[src/rtl/tron_pkg.sv]
// ---------------------------------------------------------------------------
// tron_pkg
// Definitions shared by the plot arbiter, its clear sweeper, the bus
// interface and the bench: screen geometry, coordinate widths, colour
// constants, state and player encodings, and the coordinate range check.
// ---------------------------------------------------------------------------
package tron_pkg;

  // Coordinate widths of the vga_adapter write port.
  localparam int unsigned XW = 8;
  localparam int unsigned YW = 7;

  // Default screen geometry: 160 x 120 pixels.
  localparam logic [XW-1:0] X_MAX = 8'd160;
  localparam logic [YW-1:0] Y_MAX = 7'd120;

  // Colours, packed as {r,g,b}.
  localparam logic [2:0] BLACK     = 3'b000;
  localparam logic [2:0] P1_COLOUR = 3'b100;
  localparam logic [2:0] P2_COLOUR = 3'b010;

  typedef enum logic {
    IDLE  = 1'b0,
    CLEAR = 1'b1
  } state_e;

  typedef enum logic {
    P1 = 1'b0,
    P2 = 1'b1
  } player_e;

  // True when (x, y) lies on a screen of xm columns and ym rows.
  function automatic logic in_range(input logic [XW-1:0] x,
                                    input logic [YW-1:0] y,
                                    input logic [XW-1:0] xm,
                                    input logic [YW-1:0] ym);
    return (x < xm) && (y < ym);
  endfunction

endpackage

[src/rtl/tron_plot_arbiter_if.sv]
// ---------------------------------------------------------------------------
// tron_plot_arbiter_if
// Groups the plot arbiter's bus signals.
//   Player side:  clear_start, req/x/y/col for each player, and ack for each
//                 player.
//   VGA side:     x_out, y_out, colour_out, plot.
//   Status:       clear_busy, clear_done, oob_drop.
// Modports:
//   master -- the requesters and the VGA sink (the bench in simulation).
//   slave  -- the arbiter.
// ---------------------------------------------------------------------------
interface tron_plot_arbiter_if;
  import tron_pkg::*;

  logic          clear_start;
  logic          req_p1;
  logic [XW-1:0] x_p1;
  logic [YW-1:0] y_p1;
  logic [2:0]    col_p1;
  logic          req_p2;
  logic [XW-1:0] x_p2;
  logic [YW-1:0] y_p2;
  logic [2:0]    col_p2;
  logic          ack_p1;
  logic          ack_p2;
  logic [XW-1:0] x_out;
  logic [YW-1:0] y_out;
  logic [2:0]    colour_out;
  logic          plot;
  logic          clear_busy;
  logic          clear_done;
  logic          oob_drop;

  modport master (
    output clear_start,
    output req_p1, x_p1, y_p1, col_p1,
    output req_p2, x_p2, y_p2, col_p2,
    input  ack_p1, ack_p2,
    input  x_out, y_out, colour_out, plot,
    input  clear_busy, clear_done, oob_drop
  );

  modport slave (
    input  clear_start,
    input  req_p1, x_p1, y_p1, col_p1,
    input  req_p2, x_p2, y_p2, col_p2,
    output ack_p1, ack_p2,
    output x_out, y_out, colour_out, plot,
    output clear_busy, clear_done, oob_drop
  );

endinterface

[src/rtl/tron_clear_sweeper.sv]
// ---------------------------------------------------------------------------
// tron_clear_sweeper
// Raster counter for the full-screen clear. A start pulse loads (0,0) and
// raises busy. The counter then advances one pixel per cycle, x first, until
// it has covered (X_MAX-1, Y_MAX-1). On the cycle after the last pixel is
// presented, busy drops and done pulses for one cycle.
// Ports:
//   clk, resetn  clock and asynchronous active-low reset
//   start_i      begin a sweep; restarts from (0,0) if already busy
//   x_o, y_o     current pixel, valid while busy_o is high
//   busy_o       sweep in progress
//   done_o       one-cycle pulse after the last pixel
// ---------------------------------------------------------------------------
module tron_clear_sweeper
  import tron_pkg::*;
#(
  parameter logic [XW-1:0] X_MAX = tron_pkg::X_MAX,
  parameter logic [YW-1:0] Y_MAX = tron_pkg::Y_MAX
) (
  input  logic          clk,
  input  logic          resetn,
  input  logic          start_i,
  output logic [XW-1:0] x_o,
  output logic [YW-1:0] y_o,
  output logic          busy_o,
  output logic          done_o
);

  logic [XW-1:0] x_q;
  logic [YW-1:0] y_q;
  logic          busy_q;
  logic          done_q;
  logic          x_wrap_s;
  logic          last_s;

  // End of the current row, and the final pixel of the screen.
  assign x_wrap_s = (x_q == (X_MAX - 8'd1));
  assign last_s   = busy_q && x_wrap_s && (y_q == (Y_MAX - 7'd1));

  // Raster counter with busy flag and end-of-sweep pulse.
  always_ff @(posedge clk or negedge resetn) begin
    if (!resetn) begin
      x_q    <= 8'd0;
      y_q    <= 7'd0;
      busy_q <= 1'b0;
      done_q <= 1'b0;
    end else if (start_i) begin
      x_q    <= 8'd0;
      y_q    <= 7'd0;
      busy_q <= 1'b1;
      done_q <= 1'b0;
    end else if (busy_q) begin
      done_q <= last_s;
      if (last_s) begin
        x_q    <= 8'd0;
        y_q    <= 7'd0;
        busy_q <= 1'b0;
      end else if (x_wrap_s) begin
        x_q <= 8'd0;
        y_q <= y_q + 7'd1;
      end else begin
        x_q <= x_q + 8'd1;
      end
    end else begin
      done_q <= 1'b0;
    end
  end

  assign x_o    = x_q;
  assign y_o    = y_q;
  assign busy_o = busy_q;
  assign done_o = done_q;

endmodule

[src/rtl/tron_plot_arbiter.sv]
// ---------------------------------------------------------------------------
// tron_plot_arbiter
// Shares the single vga_adapter write port between two player trail plotters
// and the full-screen clear engine. Players are served round-robin. A grant
// whose coordinates fall off-screen is still acknowledged, but it raises
// oob_drop instead of plot. All bus outputs are registered: a decision taken
// at a clock edge drives plot, x/y/colour and ack during the following cycle.
// Ports:
//   clk     system clock
//   resetn  asynchronous active-low reset
//   bus     tron_plot_arbiter_if.slave (player requests/acks, VGA write
//           port, clear control and status)
// ---------------------------------------------------------------------------
module tron_plot_arbiter
  import tron_pkg::*;
#(
  parameter logic [XW-1:0] X_MAX     = tron_pkg::X_MAX,
  parameter logic [YW-1:0] Y_MAX     = tron_pkg::Y_MAX,
  parameter logic [2:0]    BG_COLOUR = BLACK
) (
  input  logic                 clk,
  input  logic                 resetn,
  tron_plot_arbiter_if.slave   bus
);

  state_e        state_q;
  player_e       last_grant_q;
  logic          ack_p1_q;
  logic          ack_p2_q;
  logic [XW-1:0] x_out_q;
  logic [YW-1:0] y_out_q;
  logic [2:0]    colour_q;
  logic          plot_q;
  logic          clear_busy_q;
  logic          clear_done_q;
  logic          oob_drop_q;

  logic          elig_p1_s;
  logic          elig_p2_s;
  logic          grant_s;
  player_e       gsel_s;
  logic [XW-1:0] gx_s;
  logic [YW-1:0] gy_s;
  logic [2:0]    gcol_s;
  logic          gin_range_s;

  logic          sw_start_s;
  logic [XW-1:0] sw_x_s;
  logic [YW-1:0] sw_y_s;
  logic          sw_busy_s;
  logic          sw_done_s;

  // A player whose ack is still high is masked, because its req may not
  // have dropped yet. Without the mask it would receive a second grant.
  assign elig_p1_s = bus.req_p1 && !ack_p1_q;
  assign elig_p2_s = bus.req_p2 && !ack_p2_q;

  // Round-robin pick: on a tie, the player that was not granted last wins.
  always_comb begin
    grant_s = 1'b0;
    gsel_s  = P1;
    if (elig_p1_s && elig_p2_s) begin
      grant_s = 1'b1;
      gsel_s  = (last_grant_q == P1) ? P2 : P1;
    end else if (elig_p1_s) begin
      grant_s = 1'b1;
      gsel_s  = P1;
    end else if (elig_p2_s) begin
      grant_s = 1'b1;
      gsel_s  = P2;
    end else begin
      grant_s = 1'b0;
      gsel_s  = P1;
    end
  end

  // Coordinate and colour mux for the granted player.
  always_comb begin
    gx_s   = bus.x_p1;
    gy_s   = bus.y_p1;
    gcol_s = bus.col_p1;
    if (gsel_s == P2) begin
      gx_s   = bus.x_p2;
      gy_s   = bus.y_p2;
      gcol_s = bus.col_p2;
    end else begin
      gx_s   = bus.x_p1;
      gy_s   = bus.y_p1;
      gcol_s = bus.col_p1;
    end
  end

  assign gin_range_s = in_range(gx_s, gy_s, X_MAX, Y_MAX);

  // A clear may start only from IDLE, so clear_start during a sweep is ignored.
  assign sw_start_s = (state_q == IDLE) && bus.clear_start;

  tron_clear_sweeper #(
    .X_MAX (X_MAX),
    .Y_MAX (Y_MAX)
  ) u_sweeper (
    .clk     (clk),
    .resetn  (resetn),
    .start_i (sw_start_s),
    .x_o     (sw_x_s),
    .y_o     (sw_y_s),
    .busy_o  (sw_busy_s),
    .done_o  (sw_done_s)
  );

  // Arbiter FSM with registered bus outputs. ack, plot, oob and done are
  // single-cycle pulses; coordinates and colour hold between writes.
  always_ff @(posedge clk or negedge resetn) begin
    if (!resetn) begin
      state_q      <= IDLE;
      last_grant_q <= P2;
      ack_p1_q     <= 1'b0;
      ack_p2_q     <= 1'b0;
      x_out_q      <= 8'd0;
      y_out_q      <= 7'd0;
      colour_q     <= 3'b000;
      plot_q       <= 1'b0;
      clear_busy_q <= 1'b0;
      clear_done_q <= 1'b0;
      oob_drop_q   <= 1'b0;
    end else begin
      ack_p1_q     <= 1'b0;
      ack_p2_q     <= 1'b0;
      plot_q       <= 1'b0;
      oob_drop_q   <= 1'b0;
      clear_done_q <= 1'b0;
      case (state_q)
        IDLE: begin
          if (bus.clear_start) begin
            state_q      <= CLEAR;
            clear_busy_q <= 1'b1;
          end else if (grant_s) begin
            last_grant_q <= gsel_s;
            ack_p1_q     <= (gsel_s == P1);
            ack_p2_q     <= (gsel_s == P2);
            x_out_q      <= gx_s;
            y_out_q      <= gy_s;
            colour_q     <= gcol_s;
            plot_q       <= gin_range_s;
            oob_drop_q   <= !gin_range_s;
          end else begin
            state_q <= IDLE;
          end
        end
        CLEAR: begin
          // The sweeper's done pulse arrives one cycle after its last pixel.
          if (sw_done_s) begin
            state_q      <= IDLE;
            clear_busy_q <= 1'b0;
            clear_done_q <= 1'b1;
          end else begin
            plot_q   <= sw_busy_s;
            x_out_q  <= sw_x_s;
            y_out_q  <= sw_y_s;
            colour_q <= BG_COLOUR;
          end
        end
        default: begin
          state_q      <= IDLE;
          clear_busy_q <= 1'b0;
        end
      endcase
    end
  end

  assign bus.ack_p1     = ack_p1_q;
  assign bus.ack_p2     = ack_p2_q;
  assign bus.x_out      = x_out_q;
  assign bus.y_out      = y_out_q;
  assign bus.colour_out = colour_q;
  assign bus.plot       = plot_q;
  assign bus.clear_busy = clear_busy_q;
  assign bus.clear_done = clear_done_q;
  assign bus.oob_drop   = oob_drop_q;

endmodule

[src/flat_wrapper.sv]
// flat-port wrapper written by rule: the top's interface ports become plain ports
module tron_plot_arbiter_flat import tron_pkg::*;
#(
  parameter logic [XW-1:0] X_MAX     = tron_pkg::X_MAX,
  parameter logic [YW-1:0] Y_MAX     = tron_pkg::Y_MAX,
  parameter logic [2:0]    BG_COLOUR = BLACK
)
  (clk, resetn, bus_clear_start, bus_req_p1, bus_x_p1, bus_y_p1, bus_col_p1, bus_req_p2, bus_x_p2, bus_y_p2, bus_col_p2, bus_ack_p1, bus_ack_p2, bus_x_out, bus_y_out, bus_colour_out, bus_plot, bus_clear_busy, bus_clear_done, bus_oob_drop);
  tron_plot_arbiter_if bus_i ();
  input  logic clk;
  input  logic resetn;
  input wire logic [$bits(bus_i.clear_start)-1:0] bus_clear_start;
  input wire logic [$bits(bus_i.req_p1)-1:0] bus_req_p1;
  input wire logic [$bits(bus_i.x_p1)-1:0] bus_x_p1;
  input wire logic [$bits(bus_i.y_p1)-1:0] bus_y_p1;
  input wire logic [$bits(bus_i.col_p1)-1:0] bus_col_p1;
  input wire logic [$bits(bus_i.req_p2)-1:0] bus_req_p2;
  input wire logic [$bits(bus_i.x_p2)-1:0] bus_x_p2;
  input wire logic [$bits(bus_i.y_p2)-1:0] bus_y_p2;
  input wire logic [$bits(bus_i.col_p2)-1:0] bus_col_p2;
  output wire logic [$bits(bus_i.ack_p1)-1:0] bus_ack_p1;
  output wire logic [$bits(bus_i.ack_p2)-1:0] bus_ack_p2;
  output wire logic [$bits(bus_i.x_out)-1:0] bus_x_out;
  output wire logic [$bits(bus_i.y_out)-1:0] bus_y_out;
  output wire logic [$bits(bus_i.colour_out)-1:0] bus_colour_out;
  output wire logic [$bits(bus_i.plot)-1:0] bus_plot;
  output wire logic [$bits(bus_i.clear_busy)-1:0] bus_clear_busy;
  output wire logic [$bits(bus_i.clear_done)-1:0] bus_clear_done;
  output wire logic [$bits(bus_i.oob_drop)-1:0] bus_oob_drop;
  assign bus_i.clear_start = bus_clear_start;
  assign bus_i.req_p1 = bus_req_p1;
  assign bus_i.x_p1 = bus_x_p1;
  assign bus_i.y_p1 = bus_y_p1;
  assign bus_i.col_p1 = bus_col_p1;
  assign bus_i.req_p2 = bus_req_p2;
  assign bus_i.x_p2 = bus_x_p2;
  assign bus_i.y_p2 = bus_y_p2;
  assign bus_i.col_p2 = bus_col_p2;
  assign bus_ack_p1 = bus_i.ack_p1;
  assign bus_ack_p2 = bus_i.ack_p2;
  assign bus_x_out = bus_i.x_out;
  assign bus_y_out = bus_i.y_out;
  assign bus_colour_out = bus_i.colour_out;
  assign bus_plot = bus_i.plot;
  assign bus_clear_busy = bus_i.clear_busy;
  assign bus_clear_done = bus_i.clear_done;
  assign bus_oob_drop = bus_i.oob_drop;
  tron_plot_arbiter #(.X_MAX(X_MAX), .Y_MAX(Y_MAX), .BG_COLOUR(BG_COLOUR)) u_core (.clk(clk), .resetn(resetn), .bus(bus_i));
endmodule
[config.mk]
export PLATFORM = sky130hd
export DESIGN_NAME = tron_plot_arbiter_flat
export DESIGN_NICKNAME = d
export VERILOG_FILES = /design/src/rtl/tron_pkg.sv /design/src/rtl/tron_plot_arbiter_if.sv /design/src/rtl/tron_clear_sweeper.sv /design/src/rtl/tron_plot_arbiter.sv /design/src/flat_wrapper.sv
export SDC_FILE = /design/constraint.sdc
export NUM_CORES = 1
export LEC_CHECK = 0
export ABC_AREA = 1
export ABC_CLOCK_PERIOD_IN_PS = 3200
export CAP_MARGIN = 15
export CORE_MARGIN = 2
export CORE_UTILIZATION = 45
export DETAILED_ROUTE_END_ITERATION = 7
export PLACE_DENSITY = 0.75
export SYNTH_ARGS = -nofsm -noshare
export SYNTH_HDL_FRONTEND = slang
export SYNTH_SLANG_ARGS = --single-unit
[constraint.sdc]
create_clock -name clk -period 3.2 [get_ports clk]
set_input_delay 0.64 -clock clk [delete_from_list [all_inputs] [get_ports clk]]
set_output_delay 0.64 -clock clk [all_outputs]
set_load 0.05 [all_outputs]
==> results.md, run 1 <==
* Synth Net Count at 354
* RSZ-0062 raised after global routing: false
* Switching power total at 0.000706 W
* Netlist cell types at 28
* GR Overflow Total at 0
* GRT Util Overall at 19.6%
* Top cells by count, synth: 96 x nand2_1, 42 x dfrtp_1, 39 x nor2_1
* Mux share of post-synthesis cell area at 0%
* LEAKAGE at 1.49 nW
* IO Port Bufs at 64
* Setup crit end kind: output pin
* P_int at 0.00105 W
* Net Sw Frac at 40.2%
* Total clock buffers created by CTS at 5
* Core Footprint at 5110 µm²
* Crit path launch: u_core.bus.ack_p2$_DFF_PN0_
* RePlAce Congestion at 0.834
* CTS max path bufs at 2
* FILL cells at 454
* Min Tclk post-route at 2.17 ns
* Number of buffers and inverters on the critical path at 1
* Synth Area in XOR/XNOR at 1.11%
* H-Tree Depth at 2
* Crit path largest cell delay at 0.83 ns
* Pins over their slew limit at 0
* Worst Clk Skew at 0.00912 ns
* Yosys top cell by area: dfrtp_1
* Pwr Total at 0.00176 W
* Cts repair resizes at 0
* Register area at 1080 µm²
* Initial Util at 46.5%
* Vias in the first global route at 2100
* Compound-Gate Fraction of Synth Area at 8.27%
* DRT iter0 DRCs at 143
* Syn_area_per_cell at 7.64 µm²
* CTS Sinks at 43
* Most numerous cell in the Yosys netlist: nand2_1
* Outcome: complete, no violations
* Ant. Diodes at 0
* Synth Area in Adders at 1.05%
* Reg clk slew, reported paths at 0.08 ns
* Logic pwr share at 38.2%
* RR Startpoint: u_core.state_q$_DFF_PN0_
* FP Rows at 26
* Maximum vdd ir drop at 351 µV
* Synth top area cells: dfrtp_1 44%, nand2_1 15%, nor2_1 6.2%, nand3_1 5.3%, a31oi_1 3.9%
* Slew HR at 38.3%
* Pwr Density at 564 nW/µm²
* Critical Path Stages at 1
* Dpl hpwl at 4.14 mm
* Largest family of logic cells by synthesized area: simple AND/OR/NAND/NOR gates
* Yosys warning count at 0
* Number of setup violations in the final report at 0
* Final ANT Viol Nets at 0
* Simple logic cell fraction of the synthesized area at 36.6%
* TritonRoute pass-1 iters at 5
* Synth top area share at 44.2%
* Routed vias at 2178
* CP Launch Type: flop
* Layout cells sized above 1 at 8.82%
* Fin util at 61.0%
* Worst slew pin tran at 0.925 ns
* CP Cell Sequence: clkdlybuf4s50_1
* CP max-delay cell: clkdlybuf4s50_1
* WP data required at 2.56 ns
* R2r worst-path depth at 7
* Initial antenna violation count at 0
* CP Max Fanout at 3
* Final Hold Viols at 0
* First-pass GRT wire length at 9.49 mm
* Total of max-cap violations at 0
* Multi-input logic area at 1120 µm²
* Register area share after synthesis at 45.3%
* Clock Power Share at 19.3%
* CTS tree: yes
* Post-Synthesis Cells at 311
* I/O pin count at 65
* Post-synth EDFFs at 0
* Final WL at 5.50 mm
* Post-synthesis sequential element count at 43
* Reg2Reg Setup Slack at 1.29 ns
* WP data arrival at 1.53 ns
* CP endpoint: bus_ack_p2
* Area delta synth->final at 31.1%
* Setup Fix Bufs, Post-CTS at 0
* Setup TNS at 0 ns
* Predominant post-synthesis flop cell: dfrtp_1
* Hold_buf cts at 0
* Area after DPL at 3030 µm²
* Largest net degree at the start of global routing at 44
* Post-synth design cell area at 2380 µm²
* Via/cell ratio at 4.91
* Die ar. at 5880 µm²
* Fraction of synthesis flops using an asynchronous set or reset pin at 100%
* Reg-to-Reg End: u_core.u_sweeper.x_o[3]$_DFFE_PN0P_
* Die height at 76.7 µm
* Top Family by Delay on Critical Path: buffers and inverters
* Finished Cell Area at 3120 µm²
* Number of remaining DRC errors at 0
* Clk_lat worst skew at 0.29 ns
* Nets@finish at 416
* CTS root buf: clkbuf_8
* DR WL/cell at 12.4 µm
* Worst min path class: input pin to asynchronous set/reset pin
* Chip Width at 76.7 µm
* Seq pwr share at 42.5%
* FMAX at 462 MHz
* Period utilisation layout at 67.7%
* Crit path kind: flop to output pin
==> worst register-to-register path: stages, from the launching register on <==
cell     delay [ns]
dfrtp_1        0.76
inv_2          0.29
nand2_4        0.24
nand2_2        0.13
inv_2          0.13
nor2_1         0.06
xnor2_1        0.14
nor2_1         0.05
==> state kept, by name, summed over array words and instances (netlist names) <==
name                     cells
u_core.bus.x_out             8
u_core.u_sweeper.x_o         8
u_core.bus.y_out             7
u_core.u_sweeper.y_o         7
u_core.bus.colour_out        3
u_core.bus.ack_p1            1
u_core.bus.ack_p2            1
u_core.bus.clear_busy        1
u_core.bus.clear_done        1
u_core.bus.oob_drop          1
u_core.bus.plot              1
u_core.last_grant_q          1
u_core.state_q               1
u_core.u_sweeper.busy_o      1
u_core.u_sweeper.done_o      1
==> layer usage <==
metal / global-route usage [%] / routed length (µm) / up-vias / share of wire, %
met2: 31.1 / 2460 / 56 / 45
met3: 3.65 / 245 / 4 / 4.5
li1: - / - / 1119 / -
met4: 4.73 / 40 / 0 / 0.73
met5: 0 / 0 / - / 0
met1: 27.7 / 2760 / 999 / 50
==> power groups by stage <==
stage	combinational [W]	clock (W)	sequential [W]
after global placement	0.000666	0	0.000755
final	0.000671	0.000339	0.000748
after global routing	0.000729	0.000365	0.000759
after detailed placement	0.000674	0	0.000756
after floorplan	0.000259	0	0.000934
after CTS	0.000680	0.000342	0.000746
==> cell families (layout without fill, tap and decap cells) <==
family | count (synthesis) | in the layout
AO/OA/AOI/OAI | 35 | 35
XOR/XNOR | 3 | 3
adder cells (fa/ha/maj) | 2 | 2
buffers and inverters | 39 | 102
flip-flops | 43 | 43
AND/OR/NAND/NOR | 189 | 189
==> worst min path at each step <==
stage                     slack [ns]                         startpoint                              endpoint
final                           0.48                             resetn  u_core.bus.colour_out[0]$_DFFE_PN0P_
after detailed placement        0.50  u_core.bus.clear_busy$_DFFE_PN0P_     u_core.bus.clear_busy$_DFFE_PN0P_
after floorplan                 0.34                             resetn           u_core.bus.ack_p1$_DFF_PN0_
after CTS                       0.52                             resetn  u_core.bus.colour_out[1]$_DFFE_PN0P_
after global routing            0.54  u_core.bus.clear_busy$_DFFE_PN0P_     u_core.bus.clear_busy$_DFFE_PN0P_
after global placement          0.49  u_core.bus.clear_busy$_DFFE_PN0P_     u_core.bus.clear_busy$_DFFE_PN0P_
==> area by class of cell <==
| cell class | count | share of cell area [%] |
|---|---|---|
| Tap cell | 70 | 2.81 |
| Clock buffer | 6 | 2.33 |
| Timing Repair Buffer | 64 | 20.4 |
| Inverter | 30 | 3.61 |
| Clock inverter | 2 | 0.402 |
| Multi-Input combinational cell | 229 | 35.9 |
| Sequential cell | 43 | 34.6 |
==> cells in the final DEF, fill, tap and decap left out, drive strengths merged <==
master,instances
nor3,2
clkbuf,6
clkinvlp,1
nor2,45
buf,1
clkinv,1
a211oi,1
o21ai,14
ha,2
nand3,26
a31oi,15
dfrtp,42
xor2,2
xnor2,1
clkdlybuf4s50,63
inv,30
nand4,4
nand2,107
a21oi,5
nand3b,5
dfstp,1
==> stage by stage <==
stage	hold WS, ns	instances	setup WS, ns
2_1_floorplan	0.344	311	1.67
3_3_place_gp	0.489	436	0.856
3_5_place_dp	0.498	436	0.863
4_1_cts	0.516	444	1.03
5_1_grt	0.539	444	0.980
6_report	0.479	444	1.03
Power figures use the tool's default switching activity.
==> run 2: changes to the inputs <==
Settings changed: ABC_CLOCK_PERIOD_IN_PS 3200 to 1800, CORE_UTILIZATION 45 to 44, PLACE_DENSITY 0.75 to 0.77.
Clock period 3.2 ns to 1.8 ns, I/O delays scaled along.
==> results.md, run 2 (synthesis results as in run 1) <==
* RePlAce Congestion at 0.863 (+3.5%)
* Met3 Usage GRT at 4.53% (+0.89 points)
* Largest net degree at the start of global routing at 44 (unchanged)
* Met1 usage at 28.3% (+0.61 points)
* Ant. Diodes at 0 (unchanged)
* Layout cells sized above 1 at 17.0% (+8.2 points)
* Reg-to-Reg End: u_core.u_sweeper.y_o[1]$_DFFE_PN0P_
* CTS max path bufs at 2 (unchanged)
* Number of setup violations in the final report at 0 (unchanged)
* R2r worst-path depth at 10 (+3)
* Final ANT Viol Nets at 0 (unchanged)
* Crit path kind: input pin to flop
* CP Launch Type: input pin
* WP data required at 1.98 ns (-0.58 ns)
* Core Footprint at 5170 µm² (+1.3%)
* First-pass GRT wire length at 9.58 mm (+0.95%)
* Worst slew pin tran at 0.542 ns (-0.383 ns)
* Finished Cell Area at 3130 µm² (+0.48%)
* FP Rows at 26 (unchanged)
* Setup Fix Bufs, Post-CTS at 0 (unchanged)
* CTS tree: yes
* Setup crit end kind: flop
* Chip Width at 77.5 µm (+1.1%)
* Hold_buf cts at 0 (unchanged)
* GR Overflow Total at 0 (unchanged)
* Commonest non-fill, non-tap cells in the layout: 96 x nand2_1, 42 x dfrtp_1, 39 x nor2_1, 39 x clkdlybuf4s50_1, 32 x buf_4
* Number of remaining DRC errors at 0 (unchanged)
* WP data arrival at 1.78 ns (+0.25 ns)
* CP endpoint: u_core.bus.plot$_DFF_PN0_
* Final WL at 5.77 mm (+4.9%)
* Pins over their slew limit at 0 (unchanged)
* Routed vias at 2247 (+3.2%)
* CTS root buf: clkbuf_8
* Initial antenna violation count at 0 (unchanged)
* Slew HR at 63.9% (+26 points)
* Hold Slack at 0.124 ns (-0.355 ns)
* LEAKAGE at 1.57 nW (+5.6%)
* FILL cells at 445 (-2.0%)
* RSZ-0062 raised after global routing: false
* Dpl hpwl at 4.33 mm (+4.6%)
* Worst min path class: input pin to asynchronous set/reset pin
* Busiest metal layer after global routing: met2
* Die ar. at 6000 µm² (+2.2%)
* Leading cell type in the layout, fill and taps excluded: nand2_1
* Pwr Density at 1010 nW/µm² (+80%)
* Period utilisation layout at 88.5%
* RR Startpoint: u_core.u_sweeper.x_o[0]$_DFFE_PN0P_
* Die height at 77.5 µm (+1.1%)
* CP Max Fanout at 13 (+10)
* GRT Util Overall at 20.0% (+0.42 points)
* TritonRoute pass-1 iters at 4 (-1)
* Maximum vdd ir drop at 376 µV (+7.1%)
* Total of max-cap violations at 0 (unchanged)
* Clk_lat worst skew at 0.30 ns (about the same)
* DRT iter0 DRCs at 210 (+47%)
* Worst Clk Skew at 0.00883 ns (-0.000291 ns)
* Outcome: complete, no violations
* IO Port Bufs at 64 (unchanged)
* Cts repair resizes at 0 (unchanged)
* Vias in the first global route at 2069 (-1.5%)
* H-Tree Depth at 2 (unchanged)
* Area delta synth->final at 31.8%
* DR WL/cell at 12.8 µm (+3.1%)
* GRT met2 Usage at 30.9% (-0.27 points)
* Total clock buffers created by CTS at 5 (unchanged)
* Setup TNS at 0 ns (unchanged)
* CTS Sinks at 43 (unchanged)
* Initial Util at 45.9% (-0.59 points)
* Reg clk slew, reported paths at 0.07 ns (about the same)
* Reg2Reg Setup Slack at 0.25 ns (-1.04 ns)
* Area after DPL at 3030 µm² (unchanged)
* Min Tclk post-route at 1.59 ns
* I/O pin count at 65 (unchanged)
* Final Hold Viols at 0 (unchanged)
* FMAX at 628 MHz
* Via/cell ratio at 4.97 (+1.3%)
* Crit path launch: bus_req_p2
* Nets@finish at 424 (+1.9%)
[run 2: final cells by class]
class | count | area, µm² | area share (%)
clock buffer | 8 | 100 | 3.20
inverter | 30 | 113 | 3.60
sequential | 43 | 1080 | 34.4
timing repair buffer | 72 | 636 | 20.3
multi-input combinational | 229 | 1120 | 35.7
tap | 70 | 87.6 | 2.80
[run 2: worst max-delay path, stage by stage]
cell and delay, ns:
clkdlybuf4s50_1 0.46, inv_1 0.07, nor2_4 0.12, nand2_4 0.13, inv_2 0.20, nand2_1 0.07, nand2_1 0.10, nand2_1 0.09
nand3_1 0.11, nand2_1 0.06
[run 2: worst min-delay path by stage]
| stage | from | end | slack, ns | cells past startpoint |
|---|---|---|---|---|
| after floorplan | resetn | u_core.bus.ack_p1$_DFF_PN0_ | 0.06 | 0 |
| after global placement | resetn | u_core.bus.ack_p1$_DFF_PN0_ | 0.46 | 2 |
| after detailed placement | resetn | u_core.bus.ack_p1$_DFF_PN0_ | 0.46 | 2 |
| after CTS | resetn | u_core.bus.ack_p1$_DFF_PN0_ | 0.15 | 2 |
| after global routing | resetn | u_core.bus.ack_p1$_DFF_PN0_ | 0.18 | 2 |
| final | resetn | u_core.bus.ack_p1$_DFF_PN0_ | 0.12 | 2 |
[run 2: per-layer routing]
layer	part of all wire, %	wire length, µm	vias to the layer above
li1	-	-	1139
met5	0	0	-
met4	1.0	59	0
met2	44	2550	98
met3	7.8	452	5
met1	47	2710	1005
[run 2: through the flow]
stage               total power [W]  std cells  utilization, %  setup WS [ns]
floorplan                   0.00212        311               -          0.265
global placement            0.00250        444            58.6        -0.0543
detailed placement          0.00253        444            58.6        -0.0698
CTS                         0.00320        452            60.5          0.238
global route                0.00336        452            60.5         0.0903
finish                      0.00318        452            60.5          0.207
[run 2: power by group]
group | switching, W | internal (W)
logic | 0.000771 | 0.000422
clock network | 0.000314 | 0.000350
registers | 0.000162 | 0.00116
total | 0.00125 | 0.00193
